`config.mk`:
```
export PLATFORM = sky130hd
export DESIGN_NAME = mem_lsu_flat
export DESIGN_NICKNAME = d
export VERILOG_FILES = /design/src/rtl/mem_pkg.sv /design/src/rtl/mem_lsu_if.sv /design/src/rtl/mem_align.sv /design/src/rtl/mem_lsu.sv /design/src/flat_wrapper.sv
export SDC_FILE = /design/constraint.sdc
export NUM_CORES = 1
export LEC_CHECK = 0
export CORE_UTILIZATION = 45
export DETAILED_ROUTE_END_ITERATION = 10
export PLACE_DENSITY = 0.81
export SETUP_SLACK_MARGIN = 0.15
export SKIP_CTS_REPAIR_TIMING = 1
export SLEW_MARGIN = 5
export SYNTH_ARGS = -nofsm -noshare
export SYNTH_HDL_FRONTEND = slang
export SYNTH_SLANG_ARGS = --single-unit
export TNS_END_PERCENT = 20
```
`constraint.sdc`:
```
create_clock -name clk -period 3.05 [get_ports clk]
set_clock_uncertainty 0.15 [all_clocks]
set_input_delay 0.7625 -clock clk [delete_from_list [all_inputs] [get_ports clk]]
set_output_delay 0.7625 -clock clk [all_outputs]
set_load 0.05 [all_outputs]
```
`src/rtl/mem_pkg.sv`:
```
// mem_pkg: shared types for the load/store unit.
package mem_pkg;
  typedef enum logic [1:0] {BYTE, HALF, WORD, DOUBLE} op_e;
  typedef enum logic [1:0] {IDLE, BUS, RESP} state_e;
endpackage

```
`src/rtl/mem_lsu_if.sv`:
```
// mem_lsu_if: request/response and memory-bus signals of the load/store unit.
interface mem_lsu_if #(parameter int XLEN = 32);
  logic              req_valid;
  logic              req_ready;
  logic              is_write;
  logic              is_unsigned;
  logic [1:0]        op;
  logic [XLEN-1:0]   addr;
  logic [XLEN-1:0]   wdata;
  logic              rsp_valid;
  logic              rsp_ready;
  logic [XLEN-1:0]   rdata;
  logic              op_fault;
  logic              addr_fault;
  logic              access_fault;
  logic              bus_valid;
  logic              bus_we;
  logic [XLEN-1:0]   bus_addr;
  logic [XLEN/8-1:0] bus_be;
  logic [XLEN-1:0]   bus_wdata;
  logic              bus_ready;
  logic              bus_err;
  logic [XLEN-1:0]   bus_rdata;
  modport slave (
    input  req_valid, is_write, is_unsigned, op, addr, wdata, rsp_ready, bus_ready, bus_err, bus_rdata,
    output req_ready, rsp_valid, rdata, op_fault, addr_fault, access_fault,
           bus_valid, bus_we, bus_addr, bus_be, bus_wdata
  );
  modport master (
    output req_valid, is_write, is_unsigned, op, addr, wdata, rsp_ready, bus_ready, bus_err, bus_rdata,
    input  req_ready, rsp_valid, rdata, op_fault, addr_fault, access_fault,
           bus_valid, bus_we, bus_addr, bus_be, bus_wdata
  );
endinterface

```
`src/rtl/mem_align.sv`:
```
// mem_align: byte-lane enables, store-data shift and load lane extraction/extension.
module mem_align
  import mem_pkg::*;
#(
  parameter int XLEN = 32
) (
  input  op_e                       op_i,
  input  logic [$clog2(XLEN/8)-1:0] off_i,
  input  logic                      uns_i,
  input  logic [XLEN-1:0]           wdata_i,
  input  logic [XLEN-1:0]           bus_rdata_i,
  output logic [XLEN/8-1:0]         be_o,
  output logic [XLEN-1:0]           wdata_o,
  output logic [XLEN-1:0]           rdata_o
);
  localparam int NB = XLEN / 8;
  localparam int SW = $clog2(XLEN);
  logic [6:0]      nbits;
  logic [7:0]      bmask;
  logic [SW-1:0]   boff;
  logic [SW-1:0]   sidx;
  logic [XLEN-1:0] sh;
  logic [XLEN-1:0] m;
  assign boff    = {off_i, 3'b000};
  assign nbits   = 7'd8 << op_i;
  assign bmask   = ~(8'hFF << (4'd1 << op_i));
  assign be_o    = NB'(bmask) << off_i;
  assign wdata_o = wdata_i << boff;
  assign sh      = bus_rdata_i >> boff;
  // shifting past XLEN yields an all-ones mask, covering the full-width access
  assign m       = ~({XLEN{1'b1}} << nbits);
  assign sidx    = SW'(nbits - 7'd1);
  assign rdata_o = (sh & m) | ({XLEN{!uns_i && sh[sidx]}} & ~m);
endmodule

```
`src/rtl/mem_lsu.sv`:
```
// mem_lsu: single-outstanding load/store unit with fault checks and bus timeout.
module mem_lsu
  import mem_pkg::*;
#(
  parameter int XLEN    = 32,
  parameter int TIMEOUT = 16
) (
  input logic      clk,
  input logic      reset_n,
  mem_lsu_if.slave io
);
  localparam int NB = XLEN / 8;
  localparam int LB = $clog2(NB);
  state_e          state_q, state_d;
  op_e             op_q, op_d, op_in;
  logic            we_q, we_d, uns_q, uns_d;
  logic [XLEN-1:0] addr_q, addr_d, wdata_q, wdata_d, rdata_q, rdata_d;
  logic [7:0]      cnt_q, cnt_d;
  logic            opf_q, opf_d, af_q, af_d, acc_q, acc_d;
  logic            opf, af, bus_v, rsp_v;
  logic [NB-1:0]   be;
  logic [XLEN-1:0] bwd, lrd;
  assign op_in = op_e'(io.op);
  assign opf   = op_in == DOUBLE && XLEN == 32;
  assign af    = !opf && ((op_in == HALF && io.addr[0]) ||
                          (op_in == WORD && io.addr[1:0] != 2'b00) ||
                          (op_in == DOUBLE && io.addr[2:0] != 3'b000));
  mem_align #(.XLEN(XLEN)) u_align (
    .op_i       (op_q),
    .off_i      (addr_q[LB-1:0]),
    .uns_i      (uns_q),
    .wdata_i    (wdata_q),
    .bus_rdata_i(io.bus_rdata),
    .be_o       (be),
    .wdata_o    (bwd),
    .rdata_o    (lrd)
  );
  always_comb begin
    state_d = state_q;
    op_d    = op_q;
    we_d    = we_q;
    uns_d   = uns_q;
    addr_d  = addr_q;
    wdata_d = wdata_q;
    rdata_d = rdata_q;
    cnt_d   = cnt_q;
    opf_d   = opf_q;
    af_d    = af_q;
    acc_d   = acc_q;
    if (state_q == IDLE) begin
      if (io.req_valid) begin
        op_d    = op_in;
        we_d    = io.is_write;
        uns_d   = io.is_unsigned;
        addr_d  = io.addr;
        wdata_d = io.wdata;
        opf_d   = opf;
        af_d    = af;
        acc_d   = 1'b0;
        rdata_d = '0;
        cnt_d   = 8'd0;
        state_d = (opf || af) ? RESP : BUS;
      end
    end else if (state_q == BUS) begin
      // completion wins over a timeout reached in the same cycle
      if (io.bus_ready) begin
        state_d = RESP;
        acc_d   = io.bus_err;
        rdata_d = we_q ? '0 : lrd;
      end else if (cnt_q == 8'(TIMEOUT - 1)) begin
        state_d = RESP;
        acc_d   = 1'b1;
        rdata_d = '0;
      end else begin
        cnt_d = cnt_q + 8'd1;
      end
    end else if (state_q == RESP && io.rsp_ready) begin
      state_d = IDLE;
      opf_d   = 1'b0;
      af_d    = 1'b0;
      acc_d   = 1'b0;
      rdata_d = '0;
    end
  end
  always_ff @(posedge clk) begin
    if (!reset_n) begin
      state_q <= IDLE;
      op_q    <= BYTE;
      we_q    <= 1'b0;
      uns_q   <= 1'b0;
      addr_q  <= '0;
      wdata_q <= '0;
      rdata_q <= '0;
      cnt_q   <= 8'd0;
      opf_q   <= 1'b0;
      af_q    <= 1'b0;
      acc_q   <= 1'b0;
    end else begin
      state_q <= state_d;
      op_q    <= op_d;
      we_q    <= we_d;
      uns_q   <= uns_d;
      addr_q  <= addr_d;
      wdata_q <= wdata_d;
      rdata_q <= rdata_d;
      cnt_q   <= cnt_d;
      opf_q   <= opf_d;
      af_q    <= af_d;
      acc_q   <= acc_d;
    end
  end
  assign bus_v           = state_q == BUS;
  assign rsp_v           = state_q == RESP;
  assign io.req_ready    = state_q == IDLE;
  assign io.bus_valid    = bus_v;
  assign io.bus_we       = bus_v && we_q;
  assign io.bus_addr     = bus_v ? {addr_q[XLEN-1:LB], {LB{1'b0}}} : '0;
  assign io.bus_be       = bus_v ? be : '0;
  assign io.bus_wdata    = bus_v ? bwd : '0;
  assign io.rsp_valid    = rsp_v;
  assign io.rdata        = rsp_v ? rdata_q : '0;
  assign io.op_fault     = rsp_v && opf_q;
  assign io.addr_fault   = rsp_v && af_q;
  assign io.access_fault = rsp_v && acc_q;
endmodule

```
`src/flat_wrapper.sv`:
```
// flat-port wrapper written by rule: the top's interface ports become plain ports
module mem_lsu_flat import mem_pkg::*;
#(
  parameter int XLEN    = 32,
  parameter int TIMEOUT = 16
)
  (clk, reset_n, io_req_valid, io_is_write, io_is_unsigned, io_op, io_addr, io_wdata, io_rsp_ready, io_bus_ready, io_bus_err, io_bus_rdata, io_req_ready, io_rsp_valid, io_rdata, io_op_fault, io_addr_fault, io_access_fault, io_bus_valid, io_bus_we, io_bus_addr, io_bus_be, io_bus_wdata);
  mem_lsu_if #(.XLEN(XLEN)) io_i ();
  input logic clk;
  input logic reset_n;
  input wire logic [$bits(io_i.req_valid)-1:0] io_req_valid;
  input wire logic [$bits(io_i.is_write)-1:0] io_is_write;
  input wire logic [$bits(io_i.is_unsigned)-1:0] io_is_unsigned;
  input wire logic [$bits(io_i.op)-1:0] io_op;
  input wire logic [$bits(io_i.addr)-1:0] io_addr;
  input wire logic [$bits(io_i.wdata)-1:0] io_wdata;
  input wire logic [$bits(io_i.rsp_ready)-1:0] io_rsp_ready;
  input wire logic [$bits(io_i.bus_ready)-1:0] io_bus_ready;
  input wire logic [$bits(io_i.bus_err)-1:0] io_bus_err;
  input wire logic [$bits(io_i.bus_rdata)-1:0] io_bus_rdata;
  output wire logic [$bits(io_i.req_ready)-1:0] io_req_ready;
  output wire logic [$bits(io_i.rsp_valid)-1:0] io_rsp_valid;
  output wire logic [$bits(io_i.rdata)-1:0] io_rdata;
  output wire logic [$bits(io_i.op_fault)-1:0] io_op_fault;
  output wire logic [$bits(io_i.addr_fault)-1:0] io_addr_fault;
  output wire logic [$bits(io_i.access_fault)-1:0] io_access_fault;
  output wire logic [$bits(io_i.bus_valid)-1:0] io_bus_valid;
  output wire logic [$bits(io_i.bus_we)-1:0] io_bus_we;
  output wire logic [$bits(io_i.bus_addr)-1:0] io_bus_addr;
  output wire logic [$bits(io_i.bus_be)-1:0] io_bus_be;
  output wire logic [$bits(io_i.bus_wdata)-1:0] io_bus_wdata;
  assign io_i.req_valid = io_req_valid;
  assign io_i.is_write = io_is_write;
  assign io_i.is_unsigned = io_is_unsigned;
  assign io_i.op = io_op;
  assign io_i.addr = io_addr;
  assign io_i.wdata = io_wdata;
  assign io_i.rsp_ready = io_rsp_ready;
  assign io_i.bus_ready = io_bus_ready;
  assign io_i.bus_err = io_bus_err;
  assign io_i.bus_rdata = io_bus_rdata;
  assign io_req_ready = io_i.req_ready;
  assign io_rsp_valid = io_i.rsp_valid;
  assign io_rdata = io_i.rdata;
  assign io_op_fault = io_i.op_fault;
  assign io_addr_fault = io_i.addr_fault;
  assign io_access_fault = io_i.access_fault;
  assign io_bus_valid = io_i.bus_valid;
  assign io_bus_we = io_i.bus_we;
  assign io_bus_addr = io_i.bus_addr;
  assign io_bus_be = io_i.bus_be;
  assign io_bus_wdata = io_i.bus_wdata;
  mem_lsu #(.XLEN(XLEN), .TIMEOUT(TIMEOUT)) u_core (.clk(clk), .reset_n(reset_n), .io(io_i));
endmodule
```
==> run_results.csv <==
group,metric,value,unit
timing,postLayoutSetupSlackWorst,0.2243,ns
setup_path,worst_setup_path_end_kind,"primary output",
layout,final_core_utilization,75.16,%
drt,num_vias,5844,
grt,global_route_wire_length_before_repair,28360,µm
power_and_ir_drop,power.leakage,3.690,nW
floorplan,io_pins,213,
floorplan,row_count,41,
placed_design,post-place-ws,0.2567,ns
synth,ys_seq_elements,113,
synth,yosys_warnings,0,
drt,route.detailed.vias_per_inst,5.298,
timing,timing.final.hold_violations,0,
clocking,cts_max_path_buffers,2,
placed_design,place_area,8841,µm²
floorplan,die_x_extent,116.0,µm
synth,synth_common_cells,"sky130_fd_sc_hd__nand2_1 (156), sky130_fd_sc_hd__dfxtp_1 (113), sky130_fd_sc_hd__a21boi_0 (80)",
clocking,htree_num_levels,4,
timing,rsz0062_at_grt,"true",
synth,post_synth_instance_area,5851,µm²
placed_design,portBuffers,210,
grt,globalRouteTotalUtil,27.68,%
synth,synthesis.instances,723,
placed_design,placed_cells,1069,
setup_path,cp_slowest_stage_delay,0.41,ns
status,status,"completed",
timing,finalWorstPathRequiredPeriod,2.826,ns
floorplan,fp.coreArea,12670,µm²
setup_path,critical-path-slowest-cell,"sky130_fd_sc_hd__dfxtp_1",
drt,antenna_left,0,
synth,synth_largest_area_cell,"sky130_fd_sc_hd__dfxtp_1",
timing,setup_viol,0,
drt,drt_pre_antenna_iters,5,
synth,asyncSetResetFlopFracSynth,0,%
drt,routed_wl,18170,µm
setup_path,timing.setup.critical_path_class,"register to primary output",
placed_design,hpwlAfterDp,12580,µm
layout,layout-drive-gt1-share,20.73,%
power_and_ir_drop,cellPowerDensity,524.3,nW/µm²
layout,post_layout_nonfiller_instances,1103,
clocking,path_clk_slew,0.05,ns
layout,n_antenna_cell,0,
synth,yosys_most_used_dff,"sky130_fd_sc_hd__dfxtp_1",
grt,grt_start_max_net_pins,49,
drt,drt-initial-drc-count,363,
clocking,cts_inserted_buffers,17,
timing,worst_slew_margin_rel,63.97,%
setup_path,crit_path_cell_trace,"buf_4, nor2b_2, buf_4, and2_1, buf_12",
timing,fin_crit_sh,92.65,%
synth,syn-mean-instance-area,8.092,µm²
timing,final-max-slew-violation-count,0,
floorplan,die_area,13460,µm²
synth,leading_post_synthesis_cells_by_cell_area,"sky130_fd_sc_hd__dfxtp_1 (39%), sky130_fd_sc_hd__a21boi_0 (10%), sky130_fd_sc_hd__nand2_1 (10%)",
clocking,worstSkewPairLatency,0.41,ns
placed_design,place_congestion,0.8635,
power_and_ir_drop,irDropWorstVdd,0.5174,mV
drt,wire_per_inst,16.47,µm
worst_hold_path,min_path_type,"register to register",
setup_path,critPathMostFrequentCell,"sky130_fd_sc_hd__buf_4",
setup_path,cp_data_required_time,2.14,ns
setup_path,path_buf_inv,3,
run,max-cap-violations,0,
timing,max_freq,353.9,MHz
synth,fraction_of_the_yosys_area_taken_by_sequential_cells,38.67,%
clocking,clock-root-buffer,"sky130_fd_sc_hd__clkbuf_16",
setup_path,critical_path.max_fanout,35,
synth,synth_enable_flop_cells,0,
floorplan,die-height,116.0,µm
floorplan,floorplan.initialDensity,46.17,%
grt,grt.overflow.total,0,
layout,final_nets,1025,
layout,fin_area,9523,µm²
timing,timing_worst_slew_pin_value,0.5392,ns
drt,drcViolationCount,0,
synth,synth_cell_type_count,48,
clocking,cts_tree,"built",
setup_path,timing.critical_path.arrival,1.91,ns
layout,fillCellCount,902,
setup_path,critPathTopFamily,"buffers and inverters",
grt,number_of_global_route_vias_before_repair,5586,
grt,antenna_found_initial,0,
synth,synth_most_common_cell,"sky130_fd_sc_hd__nand2_1",
layout,syn_to_final_growth,62.77,%
setup_path,worst_setup_path_start_kind,"register",
clocking,clock-sinks,113,
synth,synth_top_area_share,38.67,%
kinds of logic after synthesis:
family                     synth area share [%]
buffers and inverters                     4.534
muxes                                     7.378
AOI/OAI and AO/OA                         23.05
DFF                                       38.67
xor gates and xnor gates                 0.4492
adders and majority gates                0.2138
other                                   0.06410
and+or+nand+nor                           25.64
state kept, by name, indices dropped and copies added (netlist names):
signal,flops
u_core.state_q,2
u_core.addr_q,32
u_core.we_q,1
u_core.uns_q,1
u_core.opf_q,1
u_core.cnt_q,8
u_core.rdata_q,32
u_core.wdata_q,32
u_core.af_q,1
u_core.acc_q,1
u_core.op_q,2
cell type report:
class | count | area (µm²) | area share (%)
clock buffers | 22 | 454.2 | 4.769
clock inverters | 10 | 206.4 | 2.168
inverters | 1 | 3.754 | 0.03942
multi-input cells | 549 | 3406 | 35.76
flip-flops and latches | 113 | 2265 | 23.78
well taps | 172 | 215.2 | 2.260
repair buffers | 236 | 2973 | 31.22
final timing paths:
| path | startpoint | end | slack, ns | cells past startpoint |
|---|---|---|---|---|
| worst max-delay path | u_core.state_q[1] | io_rdata[14] | 0.22 | 5 |
| worst min-delay path | u_core.rdata_q[22] | u_core.rdata_q[22] | 0.30 | 1 |
| worst max register to register | u_core.addr_q[1] | u_core.rdata_q[26] | 0.83 | 6 |
| worst min register to register | u_core.rdata_q[22] | u_core.rdata_q[22] | 0.30 | 1 |
where the power goes:
group / switching (mW) / leakage (nW) / internal (mW)
Sequential: 0.0773 / 0.923 / 1.58
Clock: 0.679 / 0.318 / 1.55
Combinational: 0.631 / 2.45 / 0.470
per-stage QoR:
stage | power (mW) | hold WS [ns] | setup TNS [ns]
finish | 4.993 | 0.3034 | 0
global route | 5.201 | 0.3238 | 0
CTS | 5.009 | 0.3083 | 0
detailed placement | 2.776 | 0.2948 | 0
global placement | 2.755 | 0.2849 | 0
floorplan | 2.317 | 0.2769 | -0.03416
cells in the final DEF, fill, tap and decap left out, types with 3 or more instances in the layout:
| master | instances |
|---|---|
| sky130_fd_sc_hd__o21ai_0 | 20 |
| sky130_fd_sc_hd__clkbuf_1 | 4 |
| sky130_fd_sc_hd__bufinv_16 | 6 |
| sky130_fd_sc_hd__nor2b_1 | 11 |
| sky130_fd_sc_hd__nand2_1 | 156 |
| sky130_fd_sc_hd__and2_1 | 75 |
| sky130_fd_sc_hd__mux2_2 | 7 |
| sky130_fd_sc_hd__o211ai_1 | 8 |
| sky130_fd_sc_hd__or2_2 | 3 |
| sky130_fd_sc_hd__nand2b_1 | 5 |
| sky130_fd_sc_hd__a21boi_0 | 80 |
| sky130_fd_sc_hd__dfxtp_1 | 111 |
| sky130_fd_sc_hd__a211oi_1 | 12 |
| sky130_fd_sc_hd__nand3_1 | 7 |
| sky130_fd_sc_hd__a221o_1 | 8 |
| sky130_fd_sc_hd__buf_4 | 55 |
| sky130_fd_sc_hd__nand3b_1 | 3 |
| sky130_fd_sc_hd__clkdlybuf4s50_1 | 104 |
| sky130_fd_sc_hd__a21oi_1 | 21 |
| sky130_fd_sc_hd__mux2i_1 | 33 |
| sky130_fd_sc_hd__buf_12 | 75 |
| sky130_fd_sc_hd__a211oi_2 | 7 |
| sky130_fd_sc_hd__a211o_1 | 8 |
| sky130_fd_sc_hd__clkbuf_16 | 17 |
| sky130_fd_sc_hd__nor2_1 | 41 |
| sky130_fd_sc_hd__a22o_1 | 8 |
per-layer routing:
metal / vias to the layer above / GRT usage [%] / share of wire [%]
li1: 2848 / - / -
met1: 2745 / 31.76 / 40
met2: 213 / 47.30 / 50
met3: 38 / 9.414 / 7.8
met4: 0 / 10.85 / 2.4
met5: - / 0 / 0
Note: power is estimated with default switching activity, not from simulation.
